`config.mk`:
```
export PLATFORM = sky130hd
export DESIGN_NAME = dp_pipe_stage_flat
export DESIGN_NICKNAME = d
export VERILOG_FILES = /design/src/rtl/dp_pipe_pkg.sv /design/src/rtl/dp_pipe_if.sv /design/src/rtl/dp_skid_buf.sv /design/src/rtl/dp_pipe_stage.sv /design/src/flat_wrapper.sv
export SDC_FILE = /design/constraint.sdc
export NUM_CORES = 1
export LEC_CHECK = 0
export ABC_AREA = 1
export CAP_MARGIN = 25
export CORE_ASPECT_RATIO = 0.5
export CORE_MARGIN = 3
export CORE_UTILIZATION = 43
export CTS_CLUSTER_SIZE = 40
export DETAILED_ROUTE_END_ITERATION = 12
export PLACE_DENSITY = 0.81
export SLEW_MARGIN = 20
export SYNTH_ARGS = -nofsm -noshare
export SYNTH_HDL_FRONTEND = slang
export SYNTH_HIERARCHICAL = 1
export SYNTH_SLANG_ARGS = --single-unit
```
`constraint.sdc`:
```
create_clock -name clk -period 1.71 [get_ports clk]
set_input_delay 0.2565 -clock clk [delete_from_list [all_inputs] [get_ports clk]]
set_output_delay 0.2565 -clock clk [all_outputs]
set_load 0.02 [all_outputs]
```
`src/rtl/dp_pipe_pkg.sv`:
```
// dp_pipe_pkg -- shared types and constants for the dp_pipe_stage datapath
// pipeline register.
//   WIDTH_DEF / REGW_DEF / CNTW_DEF : default field and counter widths
//   beat_t       : one beat (d0, d1, d2) at the default widths
//   skid_state_e : occupancy of the skid variant (EMPTY, ONE, TWO)
//   beat_bits()  : flattened beat width for arbitrary WIDTH/REGW
//   stall_sat()  : saturation value of a CNTW-bit stall counter
package dp_pipe_pkg;

  localparam int WIDTH_DEF = 32;
  localparam int REGW_DEF  = 4;
  localparam int CNTW_DEF  = 16;

  typedef struct packed {
    logic [WIDTH_DEF-1:0] d0;
    logic [WIDTH_DEF-1:0] d1;
    logic [REGW_DEF-1:0]  d2;
  } beat_t;

  typedef enum logic [1:0] {
    EMPTY = 2'd0,
    ONE   = 2'd1,
    TWO   = 2'd2
  } skid_state_e;

  function automatic int beat_bits(input int width, input int regw);
    return 2 * width + regw;
  endfunction

  // All-ones value of a cntw-bit counter (wraps correctly for cntw = 64).
  function automatic logic [63:0] stall_sat(input int unsigned cntw);
    return (64'd1 << cntw) - 64'd1;
  endfunction

endpackage

```
`src/rtl/dp_pipe_if.sv`:
```
// dp_pipe_if -- valid/ready beat channel between datapath stages.
//   valid : beat present (producer -> consumer)
//   ready : consumer accepts beat this cycle (consumer -> producer)
//   d0/d1 : WIDTH-bit data fields
//   d2    : REGW-bit register-index field
// Modports: master = producer side, slave = consumer side.
interface dp_pipe_if #(
  parameter int WIDTH = 32,
  parameter int REGW  = 4
);
  logic             valid;
  logic             ready;
  logic [WIDTH-1:0] d0;
  logic [WIDTH-1:0] d1;
  logic [REGW-1:0]  d2;

  modport master (output valid, d0, d1, d2, input  ready);
  modport slave  (input  valid, d0, d1, d2, output ready);
endinterface

```
`src/rtl/dp_skid_buf.sv`:
```
// dp_skid_buf -- one-entry holding register for the skid variant of
// dp_pipe_stage.
//   clk, rst_n : clock, asynchronous active-low reset
//   load       : capture d
//   unload     : entry handed on downstream; entry returns to zero
//   clear      : squash; entry returns to zero (wins over load)
//   d / q      : BW-bit flattened beat in / held beat out
module dp_skid_buf #(
  parameter int BW = 68
) (
  input  logic          clk,
  input  logic          rst_n,
  input  logic          load,
  input  logic          unload,
  input  logic          clear,
  input  logic [BW-1:0] d,
  output logic [BW-1:0] q
);
  logic [BW-1:0] beat_d, beat_q;

  // Zeroing on unload keeps a retired or squashed beat from lingering.
  always_comb begin
    // NOTE: default first so every path assigns beat_d -- no latch.
    beat_d = beat_q;
    if (clear || unload) beat_d = '0;
    else if (load)       beat_d = d;
  end

  // NOTE: sequential state uses non-blocking assignments only.
  always_ff @(posedge clk or negedge rst_n) begin
    if (!rst_n) beat_q <= '0;
    else        beat_q <= beat_d;
  end

  assign q = beat_q;
endmodule

```
`src/rtl/dp_pipe_stage.sv`:
```
// dp_pipe_stage -- parametrised valid/ready pipeline register carrying two
// WIDTH-bit data fields and a REGW-bit register index, with synchronous
// flush and a saturating stall counter.
//   clk       : clock, all state on rising edge
//   reset     : asynchronous active-low reset
//   flush     : synchronous squash of every beat held in the stage
//   up        : dp_pipe_if.slave  -- upstream beats in (up.ready = in_ready)
//   dn        : dp_pipe_if.master -- registered beats out
//   stall_cnt : saturating count of cycles with dn.valid=1 and dn.ready=0
// Build option DP_PIPE_SKID_EN: adds a one-entry skid buffer so that
// up.ready is driven from state only (no path from dn.ready). Without it
// up.ready = dn.ready | !dn.valid.
module dp_pipe_stage
  import dp_pipe_pkg::*;
#(
  parameter int WIDTH = WIDTH_DEF,
  parameter int REGW  = REGW_DEF,
  parameter int CNTW  = CNTW_DEF
) (
  input  logic            clk,
  input  logic            reset,
  input  logic            flush,
  dp_pipe_if.slave        up,
  dp_pipe_if.master       dn,
  output logic [CNTW-1:0] stall_cnt
);
  localparam int              BW        = beat_bits(WIDTH, REGW);
  localparam logic [CNTW-1:0] STALL_MAX = CNTW'(stall_sat(CNTW));

  logic [BW-1:0]   in_beat;
  logic [BW-1:0]   out_beat_d, out_beat_q;
  logic            out_valid_d, out_valid_q;
  logic            in_ready, accept, issue;
  logic [CNTW-1:0] stall_cnt_d, stall_cnt_q;

  assign in_beat             = {up.d0, up.d1, up.d2};
  assign accept              = up.valid & in_ready;
  assign issue               = out_valid_q & dn.ready;
  assign up.ready            = in_ready;
  assign dn.valid            = out_valid_q;
  assign {dn.d0, dn.d1, dn.d2} = out_beat_q;
  assign stall_cnt           = stall_cnt_q;

`ifdef DP_PIPE_SKID_EN
  skid_state_e   state_d, state_q;
  logic          skid_load, skid_unload, skid_clear;
  logic [BW-1:0] skid_beat;

  // Ready depends only on the state register.
  assign in_ready = (state_q != TWO);

  dp_skid_buf #(.BW(BW)) u_skid (
    .clk    (clk),
    .rst_n  (reset),
    .load   (skid_load),
    .unload (skid_unload),
    .clear  (skid_clear),
    .d      (in_beat),
    .q      (skid_beat)
  );

  always_comb begin
    state_d     = state_q;
    out_valid_d = out_valid_q;
    out_beat_d  = out_beat_q;
    skid_load   = 1'b0;
    skid_unload = 1'b0;
    skid_clear  = 1'b0;
    if (flush) begin
      state_d     = EMPTY;
      out_valid_d = 1'b0;
      out_beat_d  = '0;
      skid_clear  = 1'b1;
    end else begin
      unique case (state_q)
        EMPTY: if (accept) begin
          state_d     = ONE;
          out_valid_d = 1'b1;
          out_beat_d  = in_beat;
        end
        ONE: begin
          if (accept && issue) begin
            out_beat_d = in_beat;          // replace retired beat, no bubble
          end else if (accept) begin
            state_d   = TWO;               // output stalled: park in skid
            skid_load = 1'b1;
          end else if (issue) begin
            state_d     = EMPTY;
            out_valid_d = 1'b0;            // fields keep last value
          end
        end
        TWO: if (issue) begin
          state_d     = ONE;
          out_beat_d  = skid_beat;         // skid beat advances same edge
          skid_unload = 1'b1;
        end
        default: state_d = EMPTY;
      endcase
    end
  end

  always_ff @(posedge clk or negedge reset) begin
    if (!reset) state_q <= EMPTY;
    else        state_q <= state_d;
  end
`else
  // Ready when the output register frees up this cycle or is already empty.
  assign in_ready = dn.ready | ~out_valid_q;

  always_comb begin
    out_valid_d = out_valid_q;
    out_beat_d  = out_beat_q;
    if (flush) begin
      out_valid_d = 1'b0;
      out_beat_d  = '0;
    end else if (accept) begin
      out_valid_d = 1'b1;
      out_beat_d  = in_beat;
    end else if (issue) begin
      out_valid_d = 1'b0;
    end
  end
`endif

  // Counts every stalled cycle, flush or not; only reset clears it.
  always_comb begin
    stall_cnt_d = stall_cnt_q;
    if (out_valid_q && !dn.ready && (stall_cnt_q != STALL_MAX))
      stall_cnt_d = stall_cnt_q + 1'b1;
  end

  always_ff @(posedge clk or negedge reset) begin
    if (!reset) begin
      out_valid_q <= 1'b0;
      out_beat_q  <= '0;
      stall_cnt_q <= '0;
    end else begin
      out_valid_q <= out_valid_d;
      out_beat_q  <= out_beat_d;
      stall_cnt_q <= stall_cnt_d;
    end
  end
endmodule

```
`src/flat_wrapper.sv`:
```
// flat-port wrapper written by rule: the top's interface ports become plain ports
module dp_pipe_stage_flat import dp_pipe_pkg::*;
#(
  parameter int WIDTH = WIDTH_DEF,
  parameter int REGW  = REGW_DEF,
  parameter int CNTW  = CNTW_DEF
)
  (clk, reset, flush, stall_cnt, up_valid, up_d0, up_d1, up_d2, up_ready, dn_valid, dn_d0, dn_d1, dn_d2, dn_ready);
  dp_pipe_if #(.WIDTH(WIDTH), .REGW(REGW)) up_i ();
  dp_pipe_if #(.WIDTH(WIDTH), .REGW(REGW)) dn_i ();
  input  logic clk;
  input  logic reset;
  input  logic flush;
  output logic [CNTW-1:0] stall_cnt;
  input wire logic [$bits(up_i.valid)-1:0] up_valid;
  input wire logic [$bits(up_i.d0)-1:0] up_d0;
  input wire logic [$bits(up_i.d1)-1:0] up_d1;
  input wire logic [$bits(up_i.d2)-1:0] up_d2;
  output wire logic [$bits(up_i.ready)-1:0] up_ready;
  output wire logic [$bits(dn_i.valid)-1:0] dn_valid;
  output wire logic [$bits(dn_i.d0)-1:0] dn_d0;
  output wire logic [$bits(dn_i.d1)-1:0] dn_d1;
  output wire logic [$bits(dn_i.d2)-1:0] dn_d2;
  input wire logic [$bits(dn_i.ready)-1:0] dn_ready;
  assign up_i.valid = up_valid;
  assign up_i.d0 = up_d0;
  assign up_i.d1 = up_d1;
  assign up_i.d2 = up_d2;
  assign up_ready = up_i.ready;
  assign dn_valid = dn_i.valid;
  assign dn_d0 = dn_i.d0;
  assign dn_d1 = dn_i.d1;
  assign dn_d2 = dn_i.d2;
  assign dn_i.ready = dn_ready;
  dp_pipe_stage #(.WIDTH(WIDTH), .REGW(REGW), .CNTW(CNTW)) u_core (.clk(clk), .reset(reset), .flush(flush), .up(up_i), .dn(dn_i), .stall_cnt(stall_cnt));
endmodule
```
Yosys cells after proc, flatten, opt, wreduce, memory -nomap -nowiden
Index checks and enable logic that the tools add are counted.
W data, S select, Z words.
{ "word_totals": {"output_inout_bits": 86, "wordCells": 19, "input_bits": 73, "ff_bits": 85} }
{ "op_classes": {"addsub": 1, "n_eq_ne": 1, "bitwise": 4, "n_reduce_logical": 5, "mux": 5} }
{ "op_table": {"columns": ["cell", "count"], "rows": [
  ["$mux W68", 2],
  ["$add A16 B1 Y16 const B", 1],
  ["$ne A16 B16 Y1 const B", 1],
  ["$mux W1", 3],
  ["$reduce_bool A3 Y1", 1],
  ["$and A1 B1 Y1", 2],
  ["$logic_and A1 B1 Y1", 2],
  ["$reduce_bool A2 Y1", 1],
  ["$logic_not A1 Y1", 1],
  ["$not A1 Y1", 1],
  ["$or A1 B1 Y1", 1]
]} }

Logic depth before layout (Yosys ltp)
{ "logic_depth": {"ltp_word": 5, "depth_mapped": 9, "depth_no_buf": 8} }

Worst setup path after synthesis
Ideal clock, no wire load.
{ "synth_path": {"kind": "register -> register", "startpoint": "register u_core.stall_cnt_q[0], in the netlist u_core/stall_cnt[0]", "endpoint": "register u_core.stall_cnt_q[13], in the netlist u_core/stall_cnt[13]", "t_required_ns": 1.593, "path_buffers": 1, "period_less_slack_ns": 1.590, "arrival_ns": 1.474, "stages_incl_launch_ff": 10, "setup_slack_ns": 0.120, "setup_time_ns": 0.117, "cell_sequence": "dfrtp_1 ha_1 nand3_2 inv_2 nand2_1 nor2_1 nor2_2 buf_6 nand2_1 nand2_1"} }
{ "synth_between": {"elab_chain_cells": 2, "word_cells_on_any_way": 3, "cone_classes": "add/sub: 1; eq/ne: 1; reduce/logical: 1"} }
{ "synth_rtl": {"columns": ["item", "line", "rtl"], "rows": [
  ["start, declared", "dp_pipe_stage.sv:34", "logic [CNTW-1:0] stall_cnt_d, stall_cnt_q;"],
  ["start signal, assigned", "dp_pipe_stage.sv:140", "stall_cnt_q <= stall_cnt_d;"],
  ["parallel branches: the longest is 2 deep, another holds $add A16 B1 Y16", null, null]
]} }
Parallel ways; which one is timed is not known.
A chain may end at the register's enable or synchronous reset.

Worst setup path after layout
{ "layout_path": {"startpoint": "register u_core.stall_cnt_q[6], in the netlist u_core/stall_cnt[6]", "endpoint": "output stall_cnt[6]"} }
{ "layout_lines": {"columns": ["item", "line", "rtl"], "rows": [
  ["end, declared", "flat_wrapper.sv:14", "output logic [CNTW-1:0] stall_cnt;"]
]} }
No word-level cell between the ends.

==> results.txt <==
Slowest stage cell, crit path - clkdlybuf4s50_1
Worst skew pair latency - 0.33 ns
Initial core utilization - 46.1%
Routed len/inst - 14.5 um
DR pass1 iterations - 4
Row cnt - 23
Synth warnings - 6
Setup_tns - 0 ns
CP startpoint kind - register
H-tree depth - 3
CTS buffer count - 9
DIE AREA - 0.0102 mm^2
Initial detailed-routing violation count - 268
Data arrival, critical path - 1.40 ns
Port Buffer Count - 158
Total power - 5.23 mW
Leakage power - 2.76 nW
Post-Route WL - 10.5 mm
RR Startpoint - u_core/stall_cnt[1]
Slowest stage delay, CP - 0.64 ns
Die Y - 72.8 um
Status - complete, no violations
Syn Nets - 521
Root buf cell - clkbuf_16
Drt drc - 0
Vias - 3460
Fraction of layout cells with a size suffix above 1 - 6.53%
Max FO, Critical Path - 5
Syn_area_per_cell - 8.58 um^2
CORE AREA - 0.00832 mm^2
Worst path bufs/invs - 1
CTS tree - done
Post-CTS setup buffer count - 0
Setup CP Type - register to primary output
Die X - 140 um
R2r endpoint - u_core/stall_cnt[8]
Clk buf depth - 2
Pin count of the biggest net entering global routing - 71
IO Pins - 159
Worst-path cell chain - clkdlybuf4s50_1
RSZ-0062 raised after global routing - false
Post-route ant nets - 0
Endpoints failing setup - 0
Gr ovfl total - 0
Detail Placement HPWL - 7.54 mm
# clock sinks - 85
WP data required - 1.45 ns
Reg2Reg Setup Slack - 0.19 ns
Worst Max-Slew Pin Slew - 0.473 ns
Fin nets - 682
Antenna diode instance count - 0
Final Hold Viols - 0
Fmax - 603 MHz
Slew HR - 68.4%
Cells after Synth - 447
Critical path endpoint category - primary output
Hold Crit Class - input port to asynchronous set/reset pin
Count of final max-slew check failures - 0
Gr usage total - 21.0%
Initial antenna violation count - 0
Layout area overhead - 52.9%
Vias in the first global route - 3338
Power per cell area - 891 mW/mm^2
RePlAce Congestion - 0.813
Final min period - 1.66 ns
Synth unique cells - 24
Mapped Area - 0.00383 mm^2
First-pass GRT wire length - 17.0 mm
Fin crit share - 97.1%
Clock Skew - 0.00623 ns
Max-cap violations - 0
Synthesized flop and latch total - 85
CP delay by family, top - buffers and inverters
Seq/Total Area, Yosys - 55.5%
Reg2Reg Depth - 7
Via density - 4.77
Peak VDD IR - 0.515 mV
Clock-pin slew on the worst setup and hold paths - 0.06 ns
through the flow:
step	instances	hold slack, ns	util (%)	setup slack, ns	instance area [um^2]
floorplan	447	-0.0391	-	0.120	3830
detailed placement	708	0.251	66.9	-0.00774	5560
global placement	708	0.254	66.9	-0.0122	5560
CTS	725	0.436	70.2	0.00702	5840
finish	725	0.428	70.5	0.0504	5860
global route	725	0.462	70.5	0.0100	5860
state kept, by name, summed over array words and instances (netlist names):
name and count:
u_core/out_beat_q 68, u_core/dn.valid 1, u_core/stall_cnt 16
how the worst max path moves through the flow:
stage                               startpoint                    to  slack (ns)  cells past startpoint
after floorplan            u_core/stall_cnt[0]  u_core/stall_cnt[13]        0.12                      9
after detailed placement              dn_ready              up_ready      -0.008                      4
after global placement                dn_ready              up_ready       -0.01                      4
final                      u_core/stall_cnt[6]          stall_cnt[6]        0.05                      1
after global routing      u_core/stall_cnt[12]         stall_cnt[12]        0.01                      1
after CTS                  u_core/stall_cnt[3]          stall_cnt[3]       0.007                      1
final cells by class:
class,instances,area (um^2)
multi-input combinational,258,1260
sequential,85,2130
inverter,81,304
clock inverter,6,40.0
tap,112,140
timing repair buffer,173,1760
clock buffer,10,229
fill,652,2450
layout by cell type (no fill, tap or decap), types with 2 or more instances in the layout:
| cell | netlist | routed |
|---|---|---|
| dlymetal6s2s_1 | 0 | 9 |
| nor2_1 | 16 | 16 |
| o21ai_1 | 20 | 20 |
| xnor2_1 | 4 | 4 |
| clkbuf_16 | 0 | 9 |
| nor2_4 | 1 | 2 |
| o21ai_0 | 49 | 49 |
| buf_12 | 0 | 4 |
| dfrtp_1 | 85 | 85 |
| nand4_1 | 7 | 7 |
| clkdlybuf4s50_1 | 0 | 144 |
| inv_1 | 78 | 78 |
| nand3_1 | 75 | 75 |
| clkinv_2 | 0 | 2 |
| nand2_1 | 74 | 74 |
| dlygate4sd2_1 | 0 | 4 |
| xor2_1 | 3 | 3 |
| clkinvlp_4 | 0 | 4 |
| inv_2 | 3 | 3 |
| buf_4 | 0 | 11 |
report_power, final:
group / switching, mW / internal [mW] / leakage, nW
registers: 0.126 / 2.18 / 1.11
clock network: 0.784 / 0.979 / 0.120
logic: 0.595 / 0.566 / 1.52
total: 1.50 / 3.72 / 2.76
logic make-up (layout without fill, tap and decap cells):
family	count (synthesis)	count (layout)	share of synthesized area [%]
simple gates	179	179	21.3
xor+xnor	7	7	1.60
flops	85	85	55.5
fa+ha+maj	1	1	0.326
compound gates	71	71	9.56
buf+inv	104	270	11.7
routing by layer:
metal	track usage, %	wire (um)	up-vias
li1	-	-	1739
met1	25.2	4310	1621
met2	36.8	5480	79
met3	6.15	430	21
met4	7.09	276	0
met5	0	0	-
Yosys cell counts:
cell	count	area share [%]
dfrtp_1	85	55
inv_1	78	7.6
nand3_1	75	9.8
nand2_1	74	7.2
o21ai_0	49	6.4
o21ai_1	20	2.6
nor2_1	16	1.6
clkbuf_1	9	0.88
buf_6	7	2.1
nand4_1	7	1.1
buf_2	6	0.78
xnor2_1	4	0.91
inv_2	3	0.29
xor2_1	3	0.69
nor2_2	2	0.33
a21oi_1	1	0.13
buf_1	1	0.098
ha_1	1	0.33
nand2_2	1	0.16
nand2_4	1	0.29
nand3_2	1	0.26
nand3b_1	1	0.20
nor2_4	1	0.29
o21ai_4	1	0.42
timing repair:
action,in CTS,in global routing
endpoints found under the hold margin,31,0
endpoints found under the setup margin,4,23
gates cloned,0,0
hold buffers,1,0
gates resized for setup,4,10
(Power assumes the default switching activity.)
